### config.mk
export PLATFORM = sky130hd
export DESIGN_NAME = luks_sample_logger
export DESIGN_NICKNAME = d
export VERILOG_FILES = /design/src/rtl/luks_pkg.sv /design/src/rtl/luks_fifo.sv /design/src/rtl/luks_sample_logger.sv
export SDC_FILE = /design/constraint.sdc
export NUM_CORES = 1
export LEC_CHECK = 0
export BUFFER_PORTS_ARGS = -buffer_cell sky130_fd_sc_hd__buf_2
export CORE_MARGIN = 2
export CORE_UTILIZATION = 60
export DETAILED_ROUTE_END_ITERATION = 12
export HOLD_SLACK_MARGIN = 0.1
export PLACE_DENSITY = 0.83
export REMOVE_ABC_BUFFERS = 1
export SLEW_MARGIN = 30
export SYNTH_ARGS = -nofsm -noshare
export SYNTH_HDL_FRONTEND = slang
export SYNTH_HIERARCHICAL = 1
export SYNTH_SLANG_ARGS = --single-unit
### constraint.sdc
create_clock -name clk -period 8.1 [get_ports clk]
set_clock_uncertainty 0.05 [all_clocks]
set_input_delay 0.405 -clock clk [delete_from_list [all_inputs] [get_ports clk]]
set_output_delay 0.405 -clock clk [all_outputs]
set_load 0.05 [all_outputs]
### src/rtl/luks_pkg.sv
// Shared definitions for the sample logger: FSM state encoding, sample width
// and the default parameter values used by the top level and the FIFO.
package luks_pkg;

    localparam int SAMPLE_W    = 8;
    localparam int DEF_DEPTH   = 16;
    localparam int DEF_AVG_LEN = 8;
    localparam int DEF_TIMEOUT = 4096;

    typedef enum logic [2:0] {
        ST_IDLE      = 3'd0,
        ST_WAIT_TICK = 3'd1,
        ST_REQUEST   = 3'd2,
        ST_CAPTURE   = 3'd3,
        ST_RELEASE   = 3'd4
    } state_t;

endpackage

### src/rtl/luks_fifo.sv
// Circular-buffer sample FIFO with first-word-fall-through read data.
// A push into a full FIFO is dropped and latches the sticky overflow flag,
// unless a pop happens in the same cycle, in which case both are performed.
module luks_fifo
    import luks_pkg::*;
#(
    parameter int DEPTH  = DEF_DEPTH,
    parameter int DATA_W = SAMPLE_W
) (
    input  logic                    clk,
    input  logic                    rst,
    input  logic                    push,
    input  logic [DATA_W-1:0]       wr_data,
    input  logic                    pop,
    output logic [DATA_W-1:0]       rd_data,
    output logic                    empty,
    output logic                    full,
    output logic [$clog2(DEPTH):0]  count,
    output logic                    overflow
);

    localparam int PTR_W = $clog2(DEPTH);

    logic [DATA_W-1:0] mem [DEPTH];
    logic [PTR_W-1:0]  wr_ptr;
    logic [PTR_W-1:0]  rd_ptr;
    logic              pop_ok;
    logic              push_ok;

    assign empty   = (count == '0);
    assign full    = (count == (PTR_W+1)'(DEPTH));
    assign pop_ok  = pop && !empty;
    // A pop in the same cycle frees the slot, so a push at full is still accepted.
    assign push_ok = push && (!full || pop_ok);
    // Head is shown directly; forced to zero while empty so reset reads as 0.
    assign rd_data = empty ? '0 : mem[rd_ptr];

    // Pointer, occupancy and overflow bookkeeping.
    always_ff @(posedge clk or posedge rst) begin
        if (rst) begin
            wr_ptr   <= '0;
            rd_ptr   <= '0;
            count    <= '0;
            overflow <= 1'b0;
        end else begin
            if (push_ok) wr_ptr <= wr_ptr + 1'b1;
            if (pop_ok)  rd_ptr <= rd_ptr + 1'b1;
            if (push_ok && !pop_ok)      count <= count + 1'b1;
            else if (!push_ok && pop_ok) count <= count - 1'b1;
            if (push && !push_ok) overflow <= 1'b1;
        end
    end

    // Storage array; holds data only, so it carries no reset.
    always_ff @(posedge clk) begin
        if (push_ok) mem[wr_ptr] <= wr_data;
    end

endmodule

### src/rtl/luks_sample_logger.sv
// Periodic SPI sample logger: paces conversion requests to an SPI master,
// stores returned samples in a FIFO and keeps a moving average over the
// most recent AVG_LEN samples. spi_ready arrives asynchronously and is only
// used after a two-flop synchronizer.
module luks_sample_logger
    import luks_pkg::*;
#(
    parameter int DEPTH   = DEF_DEPTH,
    parameter int AVG_LEN = DEF_AVG_LEN,
    parameter int TIMEOUT = DEF_TIMEOUT
) (
    input  logic                    clk,
    input  logic                    rst,
    input  logic                    enable,
    input  logic [15:0]             period,
    output logic                    spi_valid,
    input  logic                    spi_ready,
    input  logic [7:0]              spi_data,
    input  logic                    rd_en,
    output logic [7:0]              rd_data,
    output logic                    empty,
    output logic                    full,
    output logic [$clog2(DEPTH):0]  count,
    output logic                    overflow,
    output logic                    timeout_err,
    output logic [7:0]              avg,
    output logic                    avg_valid
);

    localparam int AVG_SH = $clog2(AVG_LEN);
    localparam int SUM_W  = SAMPLE_W + AVG_SH;
    localparam int TO_W   = $clog2(TIMEOUT + 1);

    state_t              state;
    logic                ready_meta;
    logic                ready_sync;
    logic                ready_seen_low;
    logic [15:0]         tick_cnt;
    logic [15:0]         reload;
    logic [TO_W-1:0]     to_cnt;
    logic                capture;
    logic [SUM_W-1:0]    sum;
    logic [SAMPLE_W-1:0] hist [AVG_LEN];
    logic [AVG_SH-1:0]   hist_idx;
    logic [AVG_SH:0]     fill_cnt;

    // A period of 0 behaves like 1: request every WAIT_TICK pass with no extra wait.
    assign reload    = (period == 16'd0) ? 16'd0 : period - 16'd1;
    assign capture   = (state == ST_CAPTURE);
    assign spi_valid = (state == ST_REQUEST) || capture;

    // Two-flop synchronizer. Resets to "ready high" so that a request is never
    // issued until a genuine low level has been observed after reset.
    always_ff @(posedge clk or posedge rst) begin
        if (rst) begin
            ready_meta <= 1'b1;
            ready_sync <= 1'b1;
        end else begin
            ready_meta <= spi_ready;
            ready_sync <= ready_meta;
        end
    end

    // Conversion sequencer: interval pacing, request/timeout, release handshake.
    always_ff @(posedge clk or posedge rst) begin
        if (rst) begin
            state          <= ST_IDLE;
            tick_cnt       <= 16'd0;
            to_cnt         <= '0;
            timeout_err    <= 1'b0;
            ready_seen_low <= 1'b0;
        end else begin
            if (!ready_sync) ready_seen_low <= 1'b1;
            case (state)
                ST_IDLE: begin
                    if (enable) begin
                        state    <= ST_WAIT_TICK;
                        tick_cnt <= reload;
                    end
                end
                ST_WAIT_TICK: begin
                    if (!enable) begin
                        state <= ST_IDLE;
                    end else if (tick_cnt != 16'd0) begin
                        tick_cnt <= tick_cnt - 16'd1;
                    end else if (ready_seen_low) begin
                        state  <= ST_REQUEST;
                        to_cnt <= '0;
                    end
                end
                ST_REQUEST: begin
                    if (ready_sync) begin
                        state <= ST_CAPTURE;
                    end else if (to_cnt == TO_W'(TIMEOUT - 1)) begin
                        state       <= ST_RELEASE;
                        timeout_err <= 1'b1;
                    end else begin
                        to_cnt <= to_cnt + 1'b1;
                    end
                end
                ST_CAPTURE: begin
                    state <= ST_RELEASE;
                end
                ST_RELEASE: begin
                    if (!ready_sync) begin
                        if (enable) begin
                            state    <= ST_WAIT_TICK;
                            tick_cnt <= reload;
                        end else begin
                            state <= ST_IDLE;
                        end
                    end
                end
                default: state <= ST_IDLE;
            endcase
        end
    end

    // Moving average: replace the oldest history entry and adjust the running
    // sum; every captured sample counts, including ones the FIFO dropped.
    always_ff @(posedge clk or posedge rst) begin
        if (rst) begin
            sum      <= '0;
            hist_idx <= '0;
            fill_cnt <= '0;
            for (int i = 0; i < AVG_LEN; i++) hist[i] <= '0;
        end else if (capture) begin
            sum           <= sum + SUM_W'(spi_data) - SUM_W'(hist[hist_idx]);
            hist[hist_idx] <= spi_data;
            hist_idx      <= hist_idx + 1'b1;
            if (fill_cnt != (AVG_SH+1)'(AVG_LEN)) fill_cnt <= fill_cnt + 1'b1;
        end
    end

    assign avg       = sum[SUM_W-1:AVG_SH];
    assign avg_valid = (fill_cnt == (AVG_SH+1)'(AVG_LEN));

    luks_fifo #(
        .DEPTH  (DEPTH),
        .DATA_W (SAMPLE_W)
    ) u_fifo (
        .clk      (clk),
        .rst      (rst),
        .push     (capture),
        .wr_data  (spi_data),
        .pop      (rd_en),
        .rd_data  (rd_data),
        .empty    (empty),
        .full     (full),
        .count    (count),
        .overflow (overflow)
    );

endmodule
Yosys cells after proc, flatten, opt, wreduce, memory -nomap -nowiden:

Memory sizes are Yosys's and may differ from the RTL's.
Index checks and enable logic that the tools add are counted.

* flip-flop bits (word level): 132
* memory bits (writable): 128
* input bits: 29
* output and inout port bits: 27
* word-level logic and storage cells: 113
* memories: 1

Memories
* u_fifo.mem: depth 16, bits a word 8, read ports 1, clocked after Yosys merged registers in 0, wr ports 1, RTL line luks_fifo.sv:24 `logic [DATA_W-1:0] mem [DEPTH];`

* add/subtract/negate cells: 11
* order comparisons: 2
* equality and inequality tests: 19
* multiplexer cells: 32
* bitwise logic cells: 2
* reduce and logical (&&, ||, !) cells: 24

Operator list (number)
* $mux 16: 5
* $mux 13: 5
* $bwmux 64: 1
* $pmux 16 s3: 1
* $mux 8: 4
* $sub 16x1->16 const B: 2
* $pmux 13 s2: 1
* $bmux 8 s3: 1
* $demux 8 s3: 1
* $mux 3: 7
* $logic_not 16->1: 1
* $ne 2x2->1 const B: 8
* $reduce_bool 16->1: 1
* $pmux 3 s5: 1
* $add 13x1->13 const B: 1
* $eq 13x12->1 const B: 1
* $add 4x1->4 const B: 3
* $add 11x8->11: 1
* $sub 11x8->11: 1
* $mux 5: 2
* $eq 3x2->1 const B: 2
* $logic_and 1x1->1: 6
* $ne 3x3->1 const B: 2
* $reduce_and 6->1: 1
* other kinds (24): 31

Logic depth before layout (Yosys ltp):

Gate-level depths: netlist of run 1.

* depth in word-level cells: 9
* gate-level depth with buffers: 16
* mapped depth without buffers: 13

Hierarchy:

The synthesis of run 1 kept the hierarchy.

By module, submodules not included
* luks_sample_logger: times used 1, cells each 672, area an instance 6907.9 µm², seq. area each 2955.3 µm²
* luks_fifo: times used 1, cells each 302, area an instance 5886.9 µm², seq. area each 4194.0 µm²

Worst setup path before layout of run 1:

No wires, ideal clock.

* kind: register -> register
* start: register hist_idx[0]
* end: register sum[10]
* setup time: 0.132 ns
* arrival time: 3.878 ns
* data required time: 7.918 ns
* slack: 4.041 ns
* stages on the path, launching flop included: 12
* buffers on the path: 2
* clock period less this slack: 4.059 ns
* path through: dfrtp_1 -> buf_1 -> buf_1 -> mux4_2 -> mux2_2 -> fa_1 -> fa_1 -> nor2b_1 -> o31a_1 -> o21ai_0 -> a2111oi_0 -> or3b_1

* longest elaborated chain between the ends: 5

RTL lines
* from (decl): RTL line luks_sample_logger.sv:44 `logic [AVG_SH-1:0] hist_idx;`
* from (signal assigned): RTL line luks_sample_logger.sv:130 `hist_idx <= hist_idx + 1'b1;`
* $not 3->4 (not written as such): RTL line luks_sample_logger.sv:128 `sum <= sum + SUM_W'(spi_data) - SUM_W'(hist[hist_idx]);`
* $bmux 8 s3: RTL line luks_sample_logger.sv:128
* $mux 8 (not written as such) (2 in a row): RTL line luks_sample_logger.sv:128
* $sub 11x8->11: RTL line luks_sample_logger.sv:128
* to (signal assigned): RTL line luks_sample_logger.sv:128
* to (decl): RTL line luks_sample_logger.sv:42 `logic [SUM_W-1:0] sum;`

Every way passes these cells. The select of a mux whose other input is x is not followed.
A chain may end at the register's enable or synchronous reset.

Worst setup path after layout of run 1:

Ends and elaborated chain as after synthesis.

==> metrics, run 1 <==
DR pass1 iterations 5; HP Class primary input to flop; critical path's slowest cell dfrtp_1; Avg Vias per Cell 6.270; YS warnings 6; Max Cap Viol 0; CTS buffer count 26; run status completed; Die Wd 150.0 µm; global-route wire length before repair 43.86 mm; DR WL met2 13.32 mm; global route overflow 0; final hold vios 0; via count of the first global-routing pass 8,106; R2R Path Start hist_idx[0]; WHS 0.1428 ns; final setup vio count 0; max layer used met4; Inst Count DP 1,267; Leakage Power 5.607 nW; Die Area 22,510 µm²; Skew-Pair Late Insertion Delay 0.53 ns; RSZ-0062 raised after global routing false; commonest non-fill, non-tap cell in the layout dfrtp_1; register bit total from synthesis 260; CTS Buffer Depth 3; metal3 WL 1.712 mm; clk root buf clkbuf_16; antenna violation net count after detailed routing 0; die height 150.0 µm; critical path startpoint category flop; ranking of synthesized cells by area edfxtp_1 (30%), dfrtp_1 (25%), mux2_2 (6.9%); Mapped Area 12,790 µm²; htree depth 1; pin count of the biggest net entering global routing 77; initial drt markers 678; Final WS setup 3.835 ns; CP Depth 11; final wirelength 27.28 mm; Worst Setup End Kind flop; Fmax 0.2345 GHz; Final Cycle Share 0.5266; final std cells w/o fill 1,317; CP cell instances buf_4, mux2_2, a221o_1, fa_1, inv_1, ha_1, nor2b_1, o31a_1, o21ai_0, a2111oi_0, or3b_1; Seq/Total Area, Yosys 0.5588; Final Power 3.874 mW; number of synthesized flops with an enable pin 128; area leader, netlist edfxtp_1; top_reg_cell synth dfrtp_1; Crit Path Category flop to flop; Area growth syn-to-layout 9.515%; CP Max Fanout 22; most frequent cells in the layout dfrtp_1 (130), edfxtp_1 (128), mux2_2 (78); Sink Count 260; Worst VDD drop 0.1754 mV; worst reg2reg endpoint sum[10]; Setup WS pre-CTS 3.987 ns; average wire per standard cell 20.72 µm; setup TNS 0 ns; CTS tree done; r2r setup slk 3.83 ns; IO Pins 56; final-stage net count 1,086; r2r worst-path depth 11; starting density of the core 0.6106; hold_sp rd_en; HPWL after detailed placement 17.40 mm; CP delay by family, top compound AO/OA/AOI/OAI gates; Core Area 20,960 µm²; Synth Instances 974; share of layout cells above drive strength 1 0.2284; CP max stage delay 0.64 ns; CP Data Arrival Time 4.62 ns; Final Max Tran Viols 0; # diodes 0; Slew @ Worst Pin 0.9684 ns; num rows 53; port bufs 55; Vias 8,258; Syn Area/Cell 13.14 µm²; PD cells 276.5 nW/µm²; CP bufs+invs 2; FFs w/ async S/R, synth 0.5077; CP Data Required Time 8.46 ns; post-synth top area share 0.3004; GP Congestion 0.8612; Hold Path Sink u_fifo/rd_ptr[3]; detailed-route DRC error count 0; initial antenna violation count 0; Final Critical Period 4.265 ns; hold-critical path depth 3; WL met1 11.67 mm; relative slew slack 0.3520; post-synthesis cell type count 85; clk slew on worst S/H paths 0.07 ns; Total GRT Usage 0.2500
## synthesized netlist by cell type, types with 6 or more instances
master	number
o22ai_1	8
o21ai_0	48
xnor2_1	17
nand3_1	11
xor2_1	7
mux4_2	31
fa_1	9
o21ai_1	11
buf_4	10
nand2b_1	8
o21a_1	6
mux4_1	9
o31ai_1	8
ha_1	26
edfxtp_1	128
or4_1	9
a31oi_1	14
nand4_1	9
dfrtp_1	130
inv_1	63
a21oi_1	44
or3_1	10
mux2i_1	19
nand2_1	53
nor4_1	14
nor2_1	46
clkbuf_1	10
buf_2	11
and3_1	8
nor3_1	22
mux2_2	78
## state kept, by name (all words and copies together), names as in the netlist
name and cells:
tick_cnt 16, u_fifo/rd_ptr 4, u_fifo/overflow 1, u_fifo/wr_ptr 4, fill_cnt 4, ready_sync 1
state 3, hist_idx 3, u_fifo/count 5, to_cnt 13, hist 64, ready_seen_low 1
ready_meta 1, timeout_err 1, sum 11, u_fifo/mem 128
## how the worst max path moves through the flow
stage                startpoint  endpoint  slack [ns]
floorplan           hist_idx[0]   sum[10]        3.97
finish              hist_idx[0]   sum[10]        3.83
detailed placement  hist_idx[0]   sum[10]        3.99
global route        hist_idx[0]   sum[10]        3.66
global placement    hist_idx[1]   sum[10]        4.12
CTS                 hist_idx[0]   sum[10]        3.93
## stage by stage
stage / util / area, µm²
floorplan: - / 12460
detailed placement: 0.6283 / 13170
global route: 0.6687 / 14010
finish: 0.6687 / 14010
global placement: 0.6283 / 13170
CTS: 0.6681 / 14000
## report_power, final
group	internal, mW	leakage (nW)	total, mW	switching, mW
Sequential	1.47	2.79	1.59	0.120
Clock	0.656	0.388	1.16	0.500
Combinational	0.440	2.43	1.13	0.692
## cell type report
cell class / count / area (µm²)
Multi-Input combinational cell: 602 / 5080
Inverter: 64 / 242.7
Clock buffer: 32 / 673.1
Clock inverter: 16 / 141.4
Sequential cell: 260 / 7149
Tap cell: 275 / 344.1
Timing Repair Buffer: 68 / 381.6
Fill cell: 1495 / 6943
## cells by family (layout without fill, tap and decap cells)
group	after synthesis	count (layout)	synth area share
buffers and inverters	112	180	0.04528
multiplexers	139	139	0.1583
flip-flops	260	260	0.5588
adder cells (fa/ha/maj)	35	35	0.03951
XOR/XNOR	24	24	0.01643
AND/OR/NAND/NOR	218	218	0.08958
AO/OA/AOI/OAI	186	186	0.09212
## routing by layer
layer,track usage,up-vias
met3,0.03628,51
met2,0.4144,326
li1,-,3765
met4,0.06557,0
met1,0.3510,4116
met5,0,-
## repair_timing
item,CTS,global route
gates resized for setup,0,0
buffers inserted,0,0
hold endpoints to repair,57,0
hold buffers,2,0
## worst reg2reg max path, stage by stage (launching register included)
cell and delay, ns:
dfrtp_1 0.64, buf_4 0.40, mux2_2 0.39, a221o_1 0.38
fa_1 0.49, inv_1 0.04, ha_1 0.33, nor2b_1 0.23
o31a_1 0.22, o21ai_0 0.17, a2111oi_0 0.41, or3b_1 0.38
Power figures use the tool's default switching activity.
==> run 2: changes to the inputs <==
clock period = 4.4 ns   (was 8.1 ns; I/O delays follow)
==> run 2 against run 1 <==
  * Design area up 1.4%
  * Power rose by 90%
  * Sequential cell count unchanged
  * First-iteration DRC count down 10%
  * Routed wire length shrank 1.1%
  * Sequential power grew 86%
  * Global-route usage hardly changed
  * Final cell count is 0.68% higher
  * Combinational power rose by 81%
  * Non-clock buffer count up 9
  * Critical path type unchanged
  * Via count decreased by 0.31%
==> metrics, run 2 (synthesized netlist as in run 1, its figures left out) <==
run status completed; Worst Setup End Kind flop; Avg Vias per Cell 6.208 (-0.99%); Final Util 0.6781 (+0.009374); Area growth syn-to-layout 11.05%; Post-DP Area 13,190 µm² (+0.17%); max FFs per register 128 (unchanged); clk root buf clkbuf_16; Vias 8,232 (-0.31%); HPWL after detailed placement 17.57 mm (+0.97%); Gate power share 0.279 (-0.013); CP bufs+invs 2 (unchanged); IO Pins 56 (unchanged); Die Wd 150.0 µm (unchanged); Die Area 22,510 µm² (unchanged); detailed-route DRC error count 0 (unchanged); sequential share of power 0.403 (-0.006); final setup vio count 0 (unchanged); Skew-Pair Late Insertion Delay 0.53 ns (about the same); GP Congestion 0.8447 (-1.9%); htree depth 1 (unchanged); r2r setup slk 0.22 ns (-3.62 ns); Setup WS pre-CTS 0.3635 ns (-3.624 ns); CP Max Fanout 21 (-4.5%); global-route wire length before repair 43.70 mm (-0.36%); num rows 53 (unchanged); final std cells w/o fill 1,326 (+0.68%); Post-CTS Setup Inserts 0 (unchanged); CP cell instances buf_4, mux2_2, a221o_1, fa_1, inv_1, ha_1, nor2b_1, o31a_1, o21ai_0, a2111oi_0, or3b_1; Total GRT Usage 0.2500 (about the same); starting density of the core 0.6106 (unchanged); CP Data Arrival Time 4.54 ns (-0.08 ns); initial drt markers 608 (-10%); CTS buffer count 26 (unchanged); Post-CTS Resized 0 (unchanged); final hold vios 0 (unchanged); Crit Path Category flop to flop; most frequent cells in the layout dfrtp_1 (129), edfxtp_1 (128), mux2_2 (78); pin count of the biggest net entering global routing 77 (unchanged); initial antenna violation count 0 (unchanged); # diodes 0 (unchanged); Sink Count 260 (unchanged); global route overflow 0 (unchanged); clk slew on worst S/H paths 0.06 ns (about the same); Core Area 20,960 µm² (unchanged); Inst Count DP 1,270 (+0.24%); DR pass1 iterations 5 (unchanged); CTS tree done; Slew @ Worst Pin 0.9377 ns (-0.03074 ns); Design Area, Final 14,210 µm² (+1.4%); CP Data Required Time 4.75 ns (-3.71 ns); Net Switching 2.394 mW (+82%); top flop regs u_fifo/mem (128), hist (64), tick_cnt (16); final wirelength 26.99 mm (-1.1%); HP Class primary input to flop; Final Max Tran Viols 0 (unchanged); clock share of power 0.319 (+0.021); average wire per standard cell 20.35 µm (-1.7%); internal power 4.948 mW (+93%); antenna violation net count after detailed routing 0 (unchanged); setup TNS 0 ns (unchanged); RSZ-0062 raised after global routing false; CP max stage delay 0.57 ns (-0.07 ns); CTS Buffer Depth 3 (unchanged); commonest non-fill, non-tap cell in the layout dfrtp_1; Most flops, register u_fifo/mem; Final WS setup 0.2183 ns (-3.617 ns); Net Sw Frac 0.3261 (-0.01269); PD cells 516.8 nW/µm² (+87%); CP delay by family, top compound AO/OA/AOI/OAI gates; Leakage Power 5.709 nW (+1.8%); port bufs 55 (unchanged); via count of the first global-routing pass 8,271 (+2.0%); relative slew slack 0.3726 (+0.02057); Worst VDD drop 0.3275 mV (+87%); Final Critical Period 4.182 ns (-0.08347 ns); critical path startpoint category flop; Final Cycle Share 0.9504 (+0.4238); FILL cells 1,436 (-3.9%); final-stage net count 1,095 (+0.83%); die height 150.0 µm (unchanged); share of layout cells above drive strength 1 0.2369 (+0.008510); critical path's slowest cell dfrtp_1; Fmax 0.2391 GHz (+2.0%); Max Cap Viol 0 (unchanged)
==> run 2: cell count changes in the layout (fill, tap and decap cells not counted), moves of 2 or more <==
| cell | delta |
|---|---|
| clkbuf_8 | +5 |
| bufinv_16 | +2 |
| clkbuf_1 | -4 |
| clkinv_1 | -3 |
| buf_4 | +4 |
| dlygate4sd3_1 | +6 |
==> run 2: per-layer routing <==
metal  wire length, µm  global-route usage  vias up
met2             13470              0.4256      263
met1             11380              0.3397     4141
met3              1602             0.03963       39
met5                 0                   0        -
met4               541             0.06368        0
li1                  -                   -     3789
==> run 2: what timing repair did <==
item,in CTS,in global routing
hold endpoints to repair,100,0
endpoints found under the setup margin,0,0
hold buffers,8,0
==> run 2: path summary, 6_finish.rpt <==
path	startpoint	endpoint	cells after the start
max in group asynchronous	rst	ready_sync	4
max	hist_idx[0]	sum[10]	11
min	spi_data[4]	u_fifo/mem[14][4]	1
max reg2reg	hist_idx[0]	sum[10]	11
min in group asynchronous	rst	u_fifo/wr_ptr[2]	3
min reg2reg	ready_meta	ready_sync	0
==> run 2: cell type report <==
type                    count  area (µm²)  share of cell area
inverters                  64       245.2             0.01726
clock inverters            14       175.2             0.01233
flip-flops and latches    260        7151              0.5033
repair buffers             77       460.4             0.03241
well taps                 275       344.1             0.02422
clock buffers              34       752.0             0.05292
multi-input cells         602        5081              0.3576
==> run 2: metrics by stage <==
| stage | power [mW] | hold WS [ns] |
|---|---|---|
| 2_1_floorplan | 4.502 | 0.05922 |
| 3_3_place_gp | 4.957 | 0.2766 |
| 3_5_place_dp | 5.015 | 0.2784 |
| 4_1_cts | 7.379 | 0.1044 |
| 5_1_grt | 7.665 | 0.1156 |
| 6_report | 7.343 | 0.1143 |
==> run 2: power groups by stage <==
stage	combinational (mW)	sequential, mW	clock [mW]
2_1_floorplan	1.37	3.14	0
3_3_place_gp	1.97	2.99	0
3_5_place_dp	2.02	2.99	0
4_1_cts	2.05	2.95	2.38
5_1_grt	2.21	2.98	2.47
6_report	2.05	2.96	2.34
